<file path="src/rtl/irq_ctrl.sv">
// Parametrised interrupt controller: per-source edge/level capture, enable, pending,
// fixed lowest-index-first priority and a req/ack/done handshake toward the CPU.
module irq_ctrl #(
   parameter int          NUM_IRQ   = 8,
   parameter logic [15:0] BASE_ADDR = 16'h1100
) (
   input  logic               clk,
   input  logic               rst,
   input  logic [15:0]        address,
   input  logic [7:0]         din,
   input  logic               w_en,
   input  logic               r_en,
   output logic [7:0]         dout,
   input  logic [NUM_IRQ-1:0] irq_src,
   output logic [NUM_IRQ-1:0] irq_src_clr,
   output logic               irq_req,
   output logic [2:0]         irq_vector,
   input  logic               irq_ack,
   input  logic               irq_done
);

   typedef enum logic [1:0] {S_IDLE = 2'd0, S_REQ = 2'd1, S_ACTIVE = 2'd2} state_t;

   function automatic logic [7:0] pad8(input logic [NUM_IRQ-1:0] v);
      logic [7:0] p;
      p = 8'h00;
      for (int i = 0; i < NUM_IRQ; i++) p[i] = v[i];
      return p;
   endfunction

   function automatic logic [2:0] prio(input logic [NUM_IRQ-1:0] c);
      logic [2:0] idx;
      idx = 3'd0;
      for (int i = NUM_IRQ - 1; i >= 0; i--) begin
         if (c[i]) idx = 3'(i);
      end
      return idx;
   endfunction

   function automatic logic [NUM_IRQ-1:0] onehot(input logic [2:0] vec);
      logic [NUM_IRQ-1:0] oh;
      for (int i = 0; i < NUM_IRQ; i++) oh[i] = (3'(i) == vec);
      return oh;
   endfunction

   function automatic logic bit_at(input logic [2:0] vec, input logic [NUM_IRQ-1:0] v);
      logic b;
      b = 1'b0;
      for (int i = 0; i < NUM_IRQ; i++) begin
         if (3'(i) == vec) b = v[i];
      end
      return b;
   endfunction

   state_t             r_state, w_state_nxt;
   logic [NUM_IRQ-1:0] r_ie, r_ip, r_mode, r_src_q, r_clr;
   logic               r_gie, r_req;
   logic [2:0]         r_vector;
   logic [7:0]         r_dout;

   logic [15:0]        w_off;
   logic               w_hit;
   logic [NUM_IRQ-1:0] w_din, w_cand, w_ip_nxt, w_clr_nxt;
   logic [2:0]         w_vector_nxt;
   logic               w_take;

   assign w_off = address - BASE_ADDR;
   assign w_hit = (w_off < 16'd5);
   assign w_din = din[NUM_IRQ-1:0];
   assign w_cand = r_ip & r_ie;

   assign dout        = r_dout;
   assign irq_req     = r_req;
   assign irq_vector  = r_vector;
   assign irq_src_clr = r_clr;

   // Pending update: W1C and ack clear first, then hardware set so a same-cycle set wins.
   always_comb begin
      w_ip_nxt = r_ip;
      w_ip_nxt = (w_en && w_hit && w_off == 16'd1) ? (w_ip_nxt & ~(w_din & r_mode)) : w_ip_nxt;
      w_ip_nxt = w_take ? (w_ip_nxt & ~(onehot(r_vector) & r_mode)) : w_ip_nxt;
      w_ip_nxt = w_ip_nxt | (irq_src & ~r_src_q & r_mode);
      w_ip_nxt = (w_ip_nxt & r_mode) | (irq_src & ~r_mode);
   end

   // Configuration registers, pending latch and edge-detect history.
   always_ff @(posedge clk or posedge rst) begin
      if (rst) begin
         r_ie    <= '0;
         r_ip    <= '0;
         r_mode  <= '0;
         r_gie   <= 1'b0;
         r_src_q <= '0;
      end else begin
         r_ip    <= w_ip_nxt;
         r_src_q <= irq_src;
         if (w_en && w_hit) begin
            case (w_off)
               16'd0:   r_ie   <= w_din;
               16'd2:   r_mode <= w_din;
               16'd4:   r_gie  <= din[0];
               default: r_gie  <= r_gie;
            endcase
         end
      end
   end

   // Registered read port; holds when no read strobe is present.
   always_ff @(posedge clk or posedge rst) begin
      if (rst) begin
         r_dout <= 8'h00;
      end else if (r_en) begin
         if (w_hit) begin
            case (w_off)
               16'd0:   r_dout <= pad8(r_ie);
               16'd1:   r_dout <= pad8(r_ip);
               16'd2:   r_dout <= pad8(r_mode);
               16'd3:   r_dout <= {(r_state == S_ACTIVE), 4'b0000, r_vector};
               16'd4:   r_dout <= {7'b0000000, r_gie};
               default: r_dout <= 8'h00;
            endcase
         end else begin
            r_dout <= 8'h00;
         end
      end
   end

   // Handshake next-state; an ack in the same cycle as a withdraw condition is honoured.
   always_comb begin
      w_state_nxt  = r_state;
      w_vector_nxt = r_vector;
      w_clr_nxt    = '0;
      w_take       = 1'b0;
      case (r_state)
         S_IDLE: begin
            if (r_gie && (w_cand != '0)) begin
               w_vector_nxt = prio(w_cand);
               w_state_nxt  = S_REQ;
            end else begin
               w_state_nxt  = S_IDLE;
            end
         end
         S_REQ: begin
            if (irq_ack) begin
               w_clr_nxt   = onehot(r_vector);
               w_take      = 1'b1;
               w_state_nxt = S_ACTIVE;
            end else if (!(r_gie && bit_at(r_vector, w_cand))) begin
               w_state_nxt = S_IDLE;
            end else begin
               w_state_nxt = S_REQ;
            end
         end
         S_ACTIVE: begin
            if (irq_done) begin
               w_state_nxt = S_IDLE;
            end else begin
               w_state_nxt = S_ACTIVE;
            end
         end
         default: w_state_nxt = S_IDLE;
      endcase
   end

   // Handshake state and registered CPU-facing outputs.
   always_ff @(posedge clk or posedge rst) begin
      if (rst) begin
         r_state  <= S_IDLE;
         r_vector <= 3'd0;
         r_req    <= 1'b0;
         r_clr    <= '0;
      end else begin
         r_state  <= w_state_nxt;
         r_vector <= w_vector_nxt;
         r_req    <= (w_state_nxt == S_REQ);
         r_clr    <= w_clr_nxt;
      end
   end

endmodule

</file>
<file path="config.mk">
export PLATFORM = sky130hd
export DESIGN_NAME = irq_ctrl
export DESIGN_NICKNAME = d
export VERILOG_FILES = /design/src/rtl/irq_ctrl.sv
export SDC_FILE = /design/constraint.sdc
export NUM_CORES = 1
export LEC_CHECK = 0
export CAP_MARGIN = 40
export CORE_MARGIN = 4
export CORE_UTILIZATION = 54
export CTS_CLUSTER_SIZE = 16
export DETAILED_ROUTE_END_ITERATION = 16
export PLACE_DENSITY = 0.93
export SYNTH_ARGS = -nofsm -noshare
export SYNTH_HDL_FRONTEND = slang
export SYNTH_SLANG_ARGS = --single-unit
</file>
<file path="constraint.sdc">
create_clock -name clk -period 3.25 [get_ports clk]
set_input_delay 0.4875 -clock clk [delete_from_list [all_inputs] [get_ports clk]]
set_output_delay 0.4875 -clock clk [all_outputs]
set_load 0.01 [all_outputs]
</file>
* Word-level counts from Yosys, hierarchy flattened
Index checks and enable logic that the tools add are counted.
Operators by class: reductions and logical operators 12, order comparisons 1, equal/unequal tests 14, bitwise gates (word level) 15, $add $sub $neg 1, multiplexer cells 31
Operator list (count):
- $and A8 B8 Y8 | 9
- $mux W8 | 5
- $pmux W8 S5 | 1
- $eq A16 B2 Y1 const B | 2
- $not A8 Y8 | 4
- $mux W3 | 8
- $eq A16 B1 Y1 const B | 1
- $eq A16 B3 Y1 const B | 1
- $logic_not A16 Y1 | 1
- $lt A16 B3 Y1 const B | 1
- $or A8 B8 Y8 | 2
- $sub A16 B13 Y16 const B | 1
- $mux W1 | 14
- $eq A3 B3 Y1 const A | 4
- $reduce_and A2 Y1 | 4
- $reduce_bool A8 Y1 | 1
- $eq A2 B3 Y1 const A | 2
- $pmux W2 S3 | 1
- $eq A2 B1 Y1 const B | 2
- $logic_and A1 B1 Y1 | 4
- $mux W2 | 2
- $eq A1 B3 Y1 const A | 1
- $logic_not A3 Y1 | 1
- $eq A2 B2 Y1 const B | 1
- $logic_not A2 Y1 | 1
Word-level totals: bits of input ports 38, logic and storage cells 84, flip-flop bits (word level) 55, output and inout port bits 20

* Depth between registers and ports, before layout
word-level depth 16, mapped depth 5, gate-level depth less buffers 4

* Least setup slack after synthesis
No wires, ideal clock.
kind input to register, start in address[3], end reg r_ie[1], data required time 3.125 ns, slack 1.566 ns, arrival 1.559 ns, setup time 0.125 ns, cell stages on the path 5, path buffers 1, cells stage by stage nor4_2 > and3_1 > and4_1 > buf_4 > mux2_2
On the way: word-level cells in the longest chain between the ends 4, elaborated cells between the ends (all ways) 5, those cells by class add/sub: 1; order compare: 1; reduce/logical: 3
Ends and longest elaborated chain:
- start, declared | line 9 | input logic [15:0] address,
- $sub A16 B13 Y16 (*) | line 67 | assign w_off = address - BASE_ADDR;
- $lt A16 B3 Y1 | line 68 | assign w_hit = (w_off < 16'd5);
- $logic_and A1 B1 Y1 | line 97 | if (w_en && w_hit) begin
- $reduce_and A2 Y1 (no line) (*)
- end signal, assigned | line 99 | 16'd0: r_ie <= w_din;
- end, declared | line 56 | logic [NUM_IRQ-1:0] r_ie, r_ip, r_mode, r_src_q, r_clr;
Every way passes the cells marked *; elsewhere a longest branch is shown, timed or not. A chain may end at the register's enable or synchronous reset.

* Worst setup path after layout
start in address[0], end reg r_ie[2]
The elaborated chain is that of the path after synthesis.

==> key figures <==
Cells and area
  – Filler Cell Count: 332
  – Multi-input gate area: 1100 um^2
  – Ratio of cells with drive above 1 in the final layout: 0.132
  – Antenna diode count: 0
  – Final cell count without fillers: approximately 350
  – Register area: 1380 um^2
  – Utilization after layout: 0.737
  – Fin nets: 332
  – Area Growth Syn to Fin: 28.2%

Logic synthesis
  – Seq/Total Area, Yosys: 0.531
  – Top cells by area, synth: dfrtp_1 53%, mux2_2 7.8%, nand2_1 4.9%, and4_1 2.7%, o31ai_1 2.6%
  – Async set-reset flop share out of synthesis: 1.00
  – Post-synth EDFFs: 0
  – Synth cell types: 41
  – Post-synth top area cell: dfrtp_1
  – Mapped Nets: 274
  – Mapped cell area: 2590 um^2
  – Main synth FF type: dfrtp_1
  – Syn_area_per_cell: 11.0 um^2
  – Top cell type's share of synthesized area: 0.531
  – Synthesis Warnings: 0
  – Synthesized instance count: 236
  – FF+latch count, synth: 55

Clock network
  – CTS tree: yes
  – Cts repair resizes: 0
  – Num CTS Buffers: 5
  – Clock transition at the registers of the reported paths: 0.09 ns
  – Worst-Skew Late Latency: 0.31 ns
  – Root buffer cell: clkbuf_8
  – Clk sink count: 55
  – CTS H-tree depth: 2
  – Clk buf depth: 2
  – Hold-fix buffers at CTS: 0
  – Setup Buffers After CTS: 0

Timing
  – Setup TNS: 0 ns
  – # setup viols final: 0
  – WHS: 0.528 ns
  – Layout Skew: 0.00482 ns
  – Min cycle time layout: 2.20 ns
  – Final Worst Setup Slack: 1.05 ns
  – Final Hold Vio Count: 0
  – Final Cycle Share: 0.677
  – Pins Over Slew Limit: 0
  – Slew @ Worst Pin: a little under 0.9 ns
  – Max-Slew Margin vs Limit: 0.413
  – Max Fclk: between 400 and 500 MHz
  – RSZ-0062 raised after global routing: false

Hold path
  – Hold crit path type: flop to flop
  – Hold-critical path depth: 2

Placed design
  – Setup WS pre-CTS: between 0.7 and 0.8 ns
  – GPL Wtd Cong: 0.889
  – Port buffer count: 57
  – Placed cell count: between 300 and 400
  – Detail Placement HPWL: 4970 um

Die
  – I/O pins: 58
  – Initial Util: 0.575
  – Area of the die: 5970 um^2
  – # rows: 24
  – Die Height: 77.3 um
  – CORE AREA: 4500 um^2
  – Die Width: 77.3 um

Route
  – Wirelength, routed: 6550 um
  – Residual DRC: 0
  – 1st-iter DRT viols: between 100 and 150
  – Via density: 6.03
  – Vias: 2094
  – First-pass DRT Iterations: 4
  – Antenna-violating nets left: 0
  – WL/cell: 18.9 um

Setup path
  – Max FO, Critical Path: 11
  – Crit path cell chain: clkdlybuf4s50_1 > nor2_1 > and3_1 > and4_1 > mux2_2
  – Worst Setup Start Kind: input pin
  – CP Buf/Inv Count: 1
  – Type of the worst setup path: input pin to flop
  – WP depth: 5
  – Worst path arrival time: 2.40 ns
  – CP max stage delay: between 0.6 and 0.7 ns
  – Worst path top cell family by delay: simple AND/OR/NAND/NOR gates
  – Worst setup EP type: flop
  – CP max-delay cell: clkdlybuf4s50_1
  – WP data required: 3.45 ns
  – Worst reg2reg path depth: 3

Global route
  – First-pass GRT wire length: 10900 um
  – Pin count of the biggest net entering global routing: 56
  – Initial antenna violation count: 0
  – GR Util All Layers: 0.234
  – Total congestion overflow: 0
  – Vias in the first global route: approximately 2200

Power and ir drop
  – Max VDD drop: 0.000297 V
  – Static leakage: 1.43 nW
  – PwrDens: approximately 380 nW/um^2

Job
  – Max_cap viols: 0

Status
  – Status: finished, final reports clean
## flip-flops by register name, indices dropped and copies added (netlist names)
register     flops
r_state          2
irq_req          1
irq_vector       3
r_src_q          8
r_mode           8
irq_src_clr      8
r_ip             8
r_ie             8
dout             8
r_gie            1
## tightest hold or removal path, cell delays in order (launching register included)
cell and delay, ns:
dfrtp_1 0.38, inv_1 0.05, o22ai_1 0.06
## layer usage
layer	track usage	part of all wire
met5	0	0
met4	0.0694	0.016
met3	0.0515	0.068
met2	0.420	0.53
met1	0.280	0.38
## area by class of cell
class / instances / area share
multi-input combinational: 156 / 0.333
clock inverter: 2 / 0.0106
sequential: 55 / 0.414
timing repair buffer: 61 / 0.181
clock buffer: 6 / 0.0249
inverter: 15 / 0.0170
tap: 52 / 0.0196
## layout by cell type (no fill, tap or decap), drive strengths merged, types with 2 or more instances in the layout
master	instances
and4	9
nand2b	3
nor2	12
buf	4
a22oi	6
nor4	2
nand2	34
clkbuf	6
nand3	3
nand4b	2
o21ai	6
mux4	3
a21oi	10
dfrtp	55
and2	2
nor2b	5
mux2i	4
clkdlybuf4s50	57
o31ai	9
nor3b	2
o22ai	7
nand4	4
nor3	2
nand3b	2
mux2	19
inv	15
## cells in the mapped netlist (2+ instances only)
cell type  number
dfrtp_1        55
nand2_1        34
mux2_2         18
inv_1          15
nor2_1         12
a21oi_1        10
o31ai_1         9
and4_1          8
o22ai_1         7
a22oi_1         6
o21ai_0         6
nor2b_1         5
buf_2           4
clkbuf_1        4
mux2i_1         4
nand4_1         4
mux4_2          3
nand2b_1        3
and2_1          2
nand3_1         2
nand4b_1        2
nor3_1          2
nor3b_1         2
nor4_2          2
## cells by family (layout without fill, tap and decap cells)
family                 Yosys count  in the layout  synth area share
DFF                             55             55             0.531
muxes                           26             26             0.124
and+or+nand+nor                 84             84             0.185
AOI/OAI and AO/OA               46             46             0.117
buffers and inverters           25             84            0.0425
## where the power goes
group | switching (mW) | leakage (nW) | total, mW | internal [mW]
clock | 0.215 | 0.0612 | 0.465 | 0.249
combinational | 0.0446 | 0.642 | 0.0991 | 0.0545
sequential | 0.00847 | 0.732 | 0.702 | 0.694
total | 0.268 | 1.43 | 1.27 | 0.998
## worst paths after layout
kind,to,startpoint,slack (ns)
setup / recovery,r_ie[2],address[0],1.05
setup reg to reg,irq_req,r_state[0],1.59
hold reg to reg,dout[1],dout[1],0.53
min in group asynchronous,dout[7],rst,0.67
max in group asynchronous,r_mode[1],rst,2.14
hold / removal,dout[1],dout[1],0.53
## per-stage QoR
step	total power [mW]	cell area, um^2
detailed placement	0.815	3200
finish	1.27	3320
global placement	0.812	3200
CTS	1.28	3320
floorplan	0.749	2590
global route	1.32	3320
Note: power is estimated with default switching activity, not from simulation.
